--- config.mk ---
export PLATFORM = sky130hd
export DESIGN_NAME = minmax_tracker
export DESIGN_NICKNAME = d
export VERILOG_FILES = /design/src/rtl/minmax_tracker_pkg.sv /design/src/rtl/minmax_tracker_cmp_core.sv /design/src/rtl/minmax_tracker.sv
export VERILOG_INCLUDE_DIRS = /design/src /design/src/rtl
export SDC_FILE = /design/constraint.sdc
export NUM_CORES = 1
export LEC_CHECK = 0
export ABC_AREA = 1
export BUFFER_PORTS_ARGS = -buffer_cell sky130_fd_sc_hd__clkbuf_2
export CAP_MARGIN = 0
export CORE_MARGIN = 1
export CORE_UTILIZATION = 55
export DETAILED_ROUTE_END_ITERATION = 7
export PLACE_DENSITY = 0.86
export SYNTH_ARGS = -nofsm -noshare
export SYNTH_HDL_FRONTEND = slang
export SYNTH_HIERARCHICAL = 1
export SYNTH_SLANG_ARGS = --single-unit
--- constraint.sdc ---
create_clock -name clk -period 2.7 [get_ports clk]
set_input_delay 0.54 -clock clk [delete_from_list [all_inputs] [get_ports clk]]
set_output_delay 0.54 -clock clk [all_outputs]
set_load 0.1 [all_outputs]
--- src/rtl/cmp_defs.vh ---
// Shared FSM state encodings for the min/max tracker.
`ifndef CMP_DEFS_VH
`define CMP_DEFS_VH
`define ST_IDLE  2'd0
`define ST_ACCUM 2'd1
`define ST_HOLD  2'd2
`endif

--- src/rtl/minmax_tracker_pkg.sv ---
// Types shared by the min/max tracker and its comparator.
package minmax_tracker_pkg;
`include "cmp_defs.vh"

  typedef enum logic [1:0] {
    IDLE  = `ST_IDLE,
    ACCUM = `ST_ACCUM,
    HOLD  = `ST_HOLD
  } state_t;
endpackage

--- src/rtl/minmax_tracker_cmp_core.sv ---
// Combinational three-way compare of a against b, unsigned or two's complement.
module cmp_core #(
  parameter int W      = 8,
  parameter bit SIGNED = 1'b0
) (
  input  logic [W-1:0] a,
  input  logic [W-1:0] b,
  output logic         g,
  output logic         e,
  output logic         l
);
  always_comb begin
    if (SIGNED) g = $signed(a) > $signed(b);
    else        g = a > b;
    e = (a == b);
    l = !g && !e;
  end
endmodule

--- src/rtl/minmax_tracker.sv ---
// Per-frame min/max/count tracker with a held result and a sample-to-sample trend flag.
module minmax_tracker
  import minmax_tracker_pkg::*;
#(
  parameter int W      = 8,
  parameter bit SIGNED = 1'b0,
  parameter int CNT_W  = 16
) (
  input  logic             clk,
  input  logic             rst,
  input  logic             clr,
  input  logic             s_valid,
  output logic             s_ready,
  input  logic [W-1:0]     s_data,
  input  logic             s_last,
  output logic             m_valid,
  input  logic             m_ready,
  output logic [W-1:0]     m_min,
  output logic [W-1:0]     m_max,
  output logic [CNT_W-1:0] m_count,
  output logic             g,
  output logic             e,
  output logic             l,
  output logic             trend_valid
);
  localparam logic [CNT_W-1:0] CNT_ONE = {{(CNT_W-1){1'b0}}, 1'b1};

  state_t           state, state_next;
  logic [W-1:0]     min_p0, max_p0, prev_p0;
  logic [CNT_W-1:0] cnt_p0;
  logic [W-1:0]     min_nxt, max_nxt;
  logic [CNT_W-1:0] cnt_nxt;
  logic             accept, first;
  logic             g_min, e_min, l_min;
  logic             g_max, e_max, l_max;
  logic             g_prv, e_prv, l_prv;
  logic             unused_cmp;

  function automatic logic [CNT_W-1:0] sat_inc(input logic [CNT_W-1:0] c);
    return (&c) ? c : c + CNT_ONE;
  endfunction

  cmp_core #(.W(W), .SIGNED(SIGNED)) u_cmp_min (.a(s_data), .b(min_p0),  .g(g_min), .e(e_min), .l(l_min));
  cmp_core #(.W(W), .SIGNED(SIGNED)) u_cmp_max (.a(s_data), .b(max_p0),  .g(g_max), .e(e_max), .l(l_max));
  cmp_core #(.W(W), .SIGNED(SIGNED)) u_cmp_prv (.a(s_data), .b(prev_p0), .g(g_prv), .e(e_prv), .l(l_prv));

  assign unused_cmp = ^{g_min, e_min, e_max, l_max};

  assign s_ready = !rst && !clr && (state != HOLD);
  assign accept  = s_valid && s_ready;
  assign first   = (state == IDLE);

  // The first sample of a frame seeds min/max regardless of the stale registers.
  always_comb begin
    min_nxt = (first || l_min) ? s_data : min_p0;
    max_nxt = (first || g_max) ? s_data : max_p0;
    cnt_nxt = first ? CNT_ONE : sat_inc(cnt_p0);
  end

  always_ff @(posedge clk) begin
    if (rst) state <= IDLE;
    else     state <= state_next;
  end

  always_comb begin
    state_next = state;
    if (clr) begin
      state_next = IDLE;
    end else begin
      unique case (state)
        IDLE, ACCUM: if (accept) state_next = s_last ? HOLD : ACCUM;
        HOLD:        if (m_ready) state_next = IDLE;
        default:     state_next = IDLE;
      endcase
    end
  end

  always_comb begin
    m_valid = (state == HOLD);
  end

  // Stage p0: accumulators, held result and trend flags
  always_ff @(posedge clk) begin
    if (rst) begin
      min_p0      <= '0;
      max_p0      <= '0;
      prev_p0     <= '0;
      cnt_p0      <= '0;
      m_min       <= '0;
      m_max       <= '0;
      m_count     <= '0;
      trend_valid <= 1'b0;
      g           <= 1'b0;
      e           <= 1'b0;
      l           <= 1'b0;
    end else begin
      trend_valid <= 1'b0;
      g           <= 1'b0;
      e           <= 1'b0;
      l           <= 1'b0;
      if (clr) begin
        cnt_p0  <= '0;
        m_count <= '0;
      end else if (accept) begin
        min_p0  <= min_nxt;
        max_p0  <= max_nxt;
        cnt_p0  <= cnt_nxt;
        prev_p0 <= s_data;
        if (!first) begin
          trend_valid <= 1'b1;
          g           <= g_prv;
          e           <= e_prv;
          l           <= l_prv;
        end
        if (s_last) begin
          m_min   <= min_nxt;
          m_max   <= max_nxt;
          m_count <= cnt_nxt;
        end
      end
    end
  end
endmodule
**Yosys cells after proc, flatten, opt, wreduce, memory -nomap -nowiden**

Index checks and enable logic that the tools add are counted.

- Magnitude comparators: 3
- Bitwise gates (word level): 2
- Reduce and logical (&&, ||, !) cells: 23
- Equality and inequality tests: 7
- Muxes and demuxes: 9
- $add $sub $neg: 1

Operators by type and width:

| cell | number |
|---|---|
| $mux W16 | 2 |
| $gt A8 B8 Y1 | 3 |
| $add A16 B1 Y16 const B | 1 |
| $eq A8 B8 Y1 | 2 |
| $mux W8 | 2 |
| $reduce_and A16 Y1 | 1 |
| $logic_not A1 Y1 | 6 |
| $mux W2 | 3 |
| $reduce_and A2 Y1 | 3 |
| $logic_and A1 B1 Y1 | 5 |
| $ne A2 B2 Y1 const B | 2 |
| $pmux W2 S2 | 1 |
| $reduce_or A2 Y1 | 2 |
| $reduce_or A4 Y1 | 1 |
| $reduce_and A3 Y1 | 1 |
| $reduce_or A3 Y1 | 1 |
| $eq A2 B1 Y1 const B | 1 |
| $eq A2 B2 Y1 const B | 1 |
| $logic_not A2 Y1 | 1 |
| $logic_or A1 B1 Y1 | 2 |
| $ne A2 B1 Y1 const B | 1 |
| $not A1 Y1 | 2 |
| $mux W1 | 1 |

- Output and inout bits: 38
- Bits in registers: 78
- Input bits: 14
- Logic and storage cells: 57

**Depth between registers and ports, before layout**

Gate-level depths: netlist of run 1.

- Depth after elaboration: 6
- Gate-level depth with buffers: 17
- Mapped depth without buffers: 16

**Cells and area by module**

Netlist of run 1, hierarchy kept.

By module, submodules not included:

| module | instances | cells an instance | area each (um^2) | sequential area each (um^2) |
|---|---|---|---|---|
| minmax_tracker | 1 | 452 | 3423.3 | 1561.5 |
| cmp_core (u_cmp_max ...) | 2 | 38 | 244.0 | 0.0 |
| cmp_core (u_cmp_prv) | 1 | 38 | 251.5 | 0.0 |

**Worst setup path before layout of run 1**

No wires, ideal clock.

- Path kind: register to register
- Start: register state[1]
- End: register max_p0[5]
- Library setup time: 116 ps
- Arrival time: 2855 ps
- Clock period less this slack: 2971 ps
- Buffers on the path: 1
- Slack: -271 ps
- Data required time: 2584 ps
- Stages on the path, launching flop included: 9
- Cell sequence: dfxtp_1 -> inv_1 -> nor2_1 -> nor2_4 -> nand2_4 -> inv_2 -> buf_2 -> o21ai_0 -> nor2_1

- Longest elaborated chain between the ends: 4
- Elaborated cells between the ends (all ways): 7
- Those cells by class: eq/ne (1); mux (1); reduce/logical (5)

Ends and longest elaborated chain:

| what | line | text |
|---|---|---|
| from (decl) | minmax_tracker.sv:28 | `state_t state, state_next;` |
| from (signal assigned) | minmax_tracker.sv:62 | `else state <= state_next;` |
| $ne A2 B2 Y1 | minmax_tracker.sv:49 | `assign s_ready = !rst && !clr && (state != HOLD);` |
| $logic_and A1 B1 Y1 | minmax_tracker.sv:49 |  |
| via s_ready | minmax_tracker.sv:13 | `output logic s_ready,` |
| $logic_and A1 B1 Y1 | minmax_tracker.sv:50 | `assign accept = s_valid && s_ready;` |
| $reduce_and A2 Y1 (no source line) | - |  |
| to (signal assigned) | minmax_tracker.sv:106 | `max_p0 <= max_nxt;` |
| to (decl) | minmax_tracker.sv:29 | `logic [W-1:0] min_p0, max_p0, prev_p0;` |

The timed path passes the listed nets, and every way through them passes these cells.
A chain may end at the register's enable or synchronous reset.

**Worst setup path after layout of run 1**

- Start: register min_p0[3]
- End: register m_min[3]

- Longest elaborated chain between the ends: 5
- Elaborated cells between the ends (all ways): 7
- Those cells by class: order compare (1); eq/ne (1); mux (1); reduce/logical (4)

Ends and longest elaborated chain:

| what | line | text |
|---|---|---|
| from (decl) | minmax_tracker.sv:29 |  |
| from (signal assigned) | minmax_tracker.sv:105 | `min_p0 <= min_nxt;` |
| $gt A8 B8 Y1 or $eq A8 B8 Y1 (tied branches) | minmax_tracker_cmp_core.sv:14, minmax_tracker_cmp_core.sv:15 |  |
| $logic_not A1 Y1 | minmax_tracker_cmp_core.sv:16 | `l = !g && !e;` |
| $logic_and A1 B1 Y1 (*) | minmax_tracker_cmp_core.sv:16 |  |
| via l_min | minmax_tracker.sv:34 | `logic g_min, e_min, l_min;` |
| $logic_or A1 B1 Y1 (*) | minmax_tracker.sv:55 | `min_nxt = (first \|\| l_min) ? s_data : min_p0;` |
| $mux W8 (*) | minmax_tracker.sv:55 |  |
| to (signal assigned) | minmax_tracker.sv:116 | `m_min <= min_nxt;` |
| to (decl) | minmax_tracker.sv:18 | `output logic [W-1:0] m_min,` |

The timed path passes the listed nets; every way through them passes the cells marked *.

==> results of run 1 <==
[layer usage]
layer  up-vias  global-route usage, %
met4         0                   12.3
met2       145                   42.3
met5         -                      0
met1      1747                   31.3
li1       1909                      -
met3        22                   3.92
[state kept, by name (all words and copies together), names as in the netlist]
| signal | flops |
|---|---|
| cnt_p0 | 16 |
| m_count | 16 |
| m_max | 8 |
| m_min | 8 |
| max_p0 | 8 |
| min_p0 | 8 |
| prev_p0 | 8 |
| state | 2 |
| e | 1 |
| g | 1 |
| l | 1 |
| trend_valid | 1 |
[layout make-up]
type	instances	area share, %
Multi-Input combinational cell	376	45.1
Clock buffer	14	4.11
Timing Repair Buffer	56	6.83
Sequential cell	78	33.3
Inverter	84	6.72
Clock inverter	2	1.28
Tap cell	99	2.64
[critical path: stages (launching register included)]
cell and delay (ns):
sky130_fd_sc_hd__dfxtp_1 0.37, sky130_fd_sc_hd__inv_1 0.09, sky130_fd_sc_hd__ha_1 0.29, sky130_fd_sc_hd__nand2_1 0.09, sky130_fd_sc_hd__inv_2 0.04, sky130_fd_sc_hd__nand2_1 0.07
sky130_fd_sc_hd__nand2_1 0.07, sky130_fd_sc_hd__nand2_1 0.06, sky130_fd_sc_hd__nand2_1 0.07, sky130_fd_sc_hd__nor2_2 0.10, sky130_fd_sc_hd__inv_1 0.04, sky130_fd_sc_hd__nand2_1 0.35
sky130_fd_sc_hd__nor2_1 0.08, sky130_fd_sc_hd__a21oi_1 0.14, sky130_fd_sc_hd__inv_1 0.10, sky130_fd_sc_hd__a211oi_2 0.18
[where the power goes]
group / switching (mW) / leakage, nW / internal [mW]
Combinational: 0.289 / 1.37 / 0.107
Clock: 0.412 / 0.129 / 0.648
Sequential: 0.0213 / 0.633 / 1.18
Total: 0.723 / 2.13 / 1.94
[worst paths after layout]
path	startpoint	endpoint	slack (ns)	depth (start not counted)
max	min_p0[3]	m_min[3]	0.48	15
min	m_ready	state[1]	0.49	4
max reg2reg	min_p0[3]	m_min[3]	0.48	15
min reg2reg	m_max[0]	m_max[0]	0.51	2
[through the flow]
stage / setup slack, ns / hold WS, ns / cell area (sq um) / power [mW]
6_report: 0.475 / 0.491 / 4690 / 2.66
5_1_grt: 0.340 / 0.529 / 4690 / 2.75
4_1_cts: 0.525 / 0.487 / 4690 / 2.66
3_5_place_dp: 0.292 / 0.476 / 4440 / 1.62
3_3_place_gp: 0.349 / 0.478 / 4440 / 1.60
2_1_floorplan: 0.379 / 0.477 / 4150 / 1.53
[cells in the final DEF (no fill, tap or decap), types with 3 or more instances in the layout]
cell / n
sky130_fd_sc_hd__nor2_1: 71
sky130_fd_sc_hd__dfxtp_1: 78
sky130_fd_sc_hd__xor2_1: 4
sky130_fd_sc_hd__o21ai_1: 9
sky130_fd_sc_hd__nand2_1: 73
sky130_fd_sc_hd__nand4_1: 3
sky130_fd_sc_hd__nand2_2: 4
sky130_fd_sc_hd__nand3_1: 30
sky130_fd_sc_hd__o21ai_0: 56
sky130_fd_sc_hd__nand3_2: 3
sky130_fd_sc_hd__nor3_4: 3
sky130_fd_sc_hd__a211oi_2: 10
sky130_fd_sc_hd__inv_2: 7
sky130_fd_sc_hd__inv_1: 77
sky130_fd_sc_hd__a21oi_1: 64
sky130_fd_sc_hd__ha_1: 25
sky130_fd_sc_hd__nor2_2: 5
sky130_fd_sc_hd__clkbuf_8: 14
sky130_fd_sc_hd__a21o_1: 3
sky130_fd_sc_hd__clkbuf_2: 50
sky130_fd_sc_hd__buf_4: 4
==> results.toml, run 1 <==
[floorplanning]
floorplan.die.height_microns = 88.8
die_area_sq_mm = 0.00789
placeableCoreArea_sq_mm = 0.00725
initial_utilization_pct = 57.2
core.rowCount = 31
ioPinCount = 52
fp.dieW_microns = 88.8

[critical_path]
cp-start-kind = "flip-flop"
worstSetupPathType = "reg2reg"
critPathCaptureType = "flip-flop"
arrival_ns = 2.50
critPathMaxFanout = 16
cp_data_required_time_ns = 2.97

[layout]
seq_area_sq_mm = 0.00156
instances_no_fill = 709
antennaDiodeCount = 0
num-nets-final = 644
final_layout_size_suffix_gt1_share_pct = 18.0
finalCoreUtilization_pct = 64.7
area_growth_syn_to_layout_pct = 13.1
multi_input_comb_area_sq_mm = 0.00212
num-fill-cells = 614

[cts]
cts.htree.levels = 3
cts_repair_resize_count = 0
tritoncts.num_buffers = 9
clock-sinks = 78
cts.hold.buffers_added = 0
cts_root_buffer = "sky130_fd_sc_hd__clkbuf_8"
insertion_delay_ns = 0.35
tritoncts = "yes"
ctsLongestPathBuffers = 2
cts_setup_buffers = 0
clock_pin_slew_reported_for_the_worst_setup_and_hold_paths_after_clock_tree_synthesis_ns = 0.07

[drt]
routed_wirelength_mm = 9.64
detail_route.iter0.violations = 248
dr_wl_met3_microns = 622
route.antenna.remaining_nets = 0
wl_per_cell_microns = 13.6
vias_per_cell = 5.39
route.top_layer_used = "met4"
detailroute.wirelength.met2_mm = 4.51
vias = 3823
detail_route.drc_violations = 0
firstDrtPassIters = 5
routedLengthMet1_mm = 4.27

[yosys]
synth_nets = 602
synth_cells = 563
syn_area_per_cell_sq_um = 7.37
synth.cell_area_sq_mm = 0.00415
yosys_warnings = 6

[sta]
setup_tns_ns = 0
drv_slew = 0
finalWorstPathRequiredPeriod_ns = 2.22
fmax_mhz = 449
post-route-period-util_pct = 82.4
timing.final.hold_violations = 0
worst_pin_slew_ns = 0.673
timing.slew.headroom_pct = 55.1
unrepaired_setup_endpoints_after_global_routing = "false"
maximum_clock_skew_at_final_layout_ns = 0.00986
report.final.setup_viol = 0

[place]
port_buffers = 51
gp_routability_congestion = 0.908
dp.final_hpwl_mm = 6.73
number_of_placed_cells_counting_well_taps = 693

[grt]
grt_max_degree = 45
grt_total_usage_pct = 25.1
antenna_found_initial = 0
overflow = 0
wire_length_of_the_first_global_routing_pass_mm = 15.2
grt_pass1_vias = 3419

[run_status]
run_status = "finished clean"

[pwr]
power.density_mw_per_mm2 = 567
ir_worst_vdd_mv = 0.359
total_leakage_power_nw = 2.13

[flow_run]
max_cap_viol_count = 0

[worst_hold_path]
hold_path_class = "in2reg"
No activity file was read; power rests on OpenSTA's default activity.
==> run 2: changes to the inputs <==
--- a/config.mk
+++ b/config.mk
@@ -10,7 +10,7 @@
 export BUFFER_PORTS_ARGS = -buffer_cell sky130_fd_sc_hd__clkbuf_2
 export CAP_MARGIN = 0
 export CORE_MARGIN = 1
-export CORE_UTILIZATION = 55
+export CORE_UTILIZATION = 52
 export DETAILED_ROUTE_END_ITERATION = 7
 export PLACE_DENSITY = 0.86
 export SYNTH_ARGS = -nofsm -noshare
==> constraint.sdc (replaced) <==
create_clock -name clk -period 1.9 [get_ports clk]
set_input_delay 0.38 -clock clk [delete_from_list [all_inputs] [get_ports clk]]
set_output_delay 0.38 -clock clk [all_outputs]
set_load 0.1 [all_outputs]
==> run 2 against run 1 <==
Effect of this change:
- the flow now finishes with violations (negative setup slack)
- non-clock buffer count grew 36
- global-route usage increased by 1.8 points
- register-to-register slack got worse by 0.66 ns
- largest cell class unchanged
- core utilization up 6.8 points
- setup slack lost 0.66 ns
- critical endpoint is now m_min[6]
- die area grew 5.6%
- clock power up 11%
==> results.toml, run 2 (synthesis gave the netlist of run 1 again) <==
[run_status]
run_status = "complete, but fails checks"
violations = "negative setup slack"

[floorplanning]
die_area_sq_mm = 0.00834
initial_utilization_pct = 53.7
core.rowCount = 32
floorplan.die.height_microns = 91.3
fp.dieW_microns = 91.3
ioPinCount = 52
placeableCoreArea_sq_mm = 0.00773

[worst_hold_path]
holdPathEnd = "state[1]"
hold_path_class = "in2reg"
hold_wc_startpoint = "m_ready"
min_delay_path_depth = 4

[place]
dp.final_hpwl_mm = 7.43
port_buffers = 51
gp_routability_congestion = 0.937
place_ws_ns = -0.194
dpl-instance-area_sq_mm = 0.00464

[grt]
use_met2_pct = 44.4
global_route.usage.met1_pct = 31.7
globalRoute.busiestLayer = "met2"
grt_max_degree = 45
grt_total_usage_pct = 26.9
wire_length_of_the_first_global_routing_pass_mm = 17.7
antenna_found_initial = 0
grtUsageMet3_pct = 5.44
overflow = 0
grt_pass1_vias = 3871

[critical_path]
arrival_ns = 2.36
cp_data_required_time_ns = 2.18
timing.rr.start = "min_p0[3]"
worstSetupPathType = "reg2reg"
cp-start-kind = "flip-flop"
critPathMaxFanout = 8
r2r-end = "m_min[6]"
r2r_slack_ns = -0.18
startpoint = "min_p0[3]"
r2r_cells = 13
critPathCaptureType = "flip-flop"

[flow_run]
max_cap_viol_count = 0

[sta]
post-route-period-util_pct = 110
timing.slew.headroom_pct = 62.7
finalWorstPathRequiredPeriod_ns = 2.08
fmax_mhz = 480
maximum_clock_skew_at_final_layout_ns = 0.0124
worst_pin_slew_ns = 0.561
drv_slew = 0
finalWorstSetupSlack_ns = -0.183
report.final.setup_viol = 32
timing.final.hold_violations = 0
unrepaired_setup_endpoints_after_global_routing = "true"

[drt]
detail_route.drc_violations = 0
vias_per_cell = 6.02
routed_wirelength_mm = 14.2
wl_per_cell_microns = 19.0
route.antenna.remaining_nets = 0
detail_route.iter0.violations = 454
vias = 4504
firstDrtPassIters = 6

[cts]
cts.htree.levels = 3
clock-sinks = 78
clock_pin_slew_reported_for_the_worst_setup_and_hold_paths_after_clock_tree_synthesis_ns = 0.09
cts.hold.buffers_added = 0
tritoncts.num_buffers = 9
ctsLongestPathBuffers = 2
cts_root_buffer = "sky130_fd_sc_hd__clkbuf_8"
tritoncts = "yes"
insertion_delay_ns = 0.36

[layout]
commonest_cells_after_routing_fill_and_taps_aside = "63 x sky130_fd_sc_hd__nand2_1, 63 x sky130_fd_sc_hd__dfxtp_1, 58 x sky130_fd_sc_hd__inv_1, 56 x sky130_fd_sc_hd__o21ai_0, 53 x sky130_fd_sc_hd__nor2_1"
multi_input_comb_area_sq_mm = 0.00263
area_growth_syn_to_layout_pct = 33.2
num-fill-cells = 503
antennaDiodeCount = 0
seq_area_sq_mm = 0.00159
final_layout_size_suffix_gt1_share_pct = 39.5
largestRegisters = "cnt_p0: 16 flops, m_count: 16 flops"
num-nets-final = 680
postLayoutCellArea_sq_mm = 0.00552

[pwr]
ir_worst_vdd_mv = 0.548
power.density_mw_per_mm2 = 682
total_leakage_power_nw = 2.32
[run 2: worst max path at each step]
stage	cells past startpoint	to	slack (ns)
4_1_cts	13	m_max[7]	-0.003
5_1_grt	16	m_min[1]	-0.26
3_5_place_dp	15	m_max[3]	-0.19
2_1_floorplan	9	m_max[6]	-0.02
6_report	13	m_min[6]	-0.18
3_3_place_gp	15	m_max[3]	-0.09
[run 2: repair_timing]
action | 4_1_cts | 5_1_grt
gates cloned | 1 | 1
buffers inserted | 2 | 15
pin swaps | 3 | 43
resized for setup | 25 | 117
endpoints found under the setup margin | 29 | 47
[run 2: layout make-up]
class                      count  area share (%)
clock inverter                 5           0.612
inverter                      84            5.80
sequential                    78            28.8
tap                          102            2.31
clock buffer                  11            2.56
timing repair buffer          92            12.3
multi-input combinational    376            47.5
[run 2: through the flow]
stage / std cells / TNS (ns) / utilization (%) / hold WS [ns] / total power [mW]
4_1_cts: 732 / -0.00334 / 64.0 / 0.328 / 3.48
3_3_place_gp: 713 / -0.784 / 60.0 / 0.472 / 2.32
3_5_place_dp: 713 / -3.69 / 60.0 / 0.478 / 2.34
5_1_grt: 748 / -4.83 / 71.5 / 0.328 / 3.87
2_1_floorplan: 563 / -0.297 / - / 0.477 / 2.19
6_report: 748 / -3.29 / 71.5 / 0.326 / 3.77
[run 2: report_power, final]
group | switching (mW) | internal, mW
clock network | 0.671 | 0.512
registers | 0.0384 | 1.68
logic | 0.572 | 0.298
total | 1.28 | 2.49
[run 2: per-layer routing]
layer | routed length, microns | up-vias | share of wire, %
met5 | 0 | - | 0
met4 | 915 | 0 | 6.4
met3 | 1210 | 80 | 8.5
met2 | 6950 | 318 | 49
met1 | 5170 | 2115 | 36
li1 | - | 1991 | -
[run 2: worst max-delay path: stages (launching register included)]
cell,delay (ns)
sky130_fd_sc_hd__dfxtp_2,0.35
sky130_fd_sc_hd__inv_2,0.05
sky130_fd_sc_hd__ha_4,0.28
sky130_fd_sc_hd__nand2_2,0.06
sky130_fd_sc_hd__inv_2,0.08
sky130_fd_sc_hd__nand3_4,0.08
sky130_fd_sc_hd__nor3_4,0.23
sky130_fd_sc_hd__nor2_4,0.06
sky130_fd_sc_hd__inv_2,0.08
sky130_fd_sc_hd__nand2_4,0.10
sky130_fd_sc_hd__buf_16,0.20
sky130_fd_sc_hd__a21oi_4,0.16
sky130_fd_sc_hd__inv_2,0.07
sky130_fd_sc_hd__a211oi_2,0.19
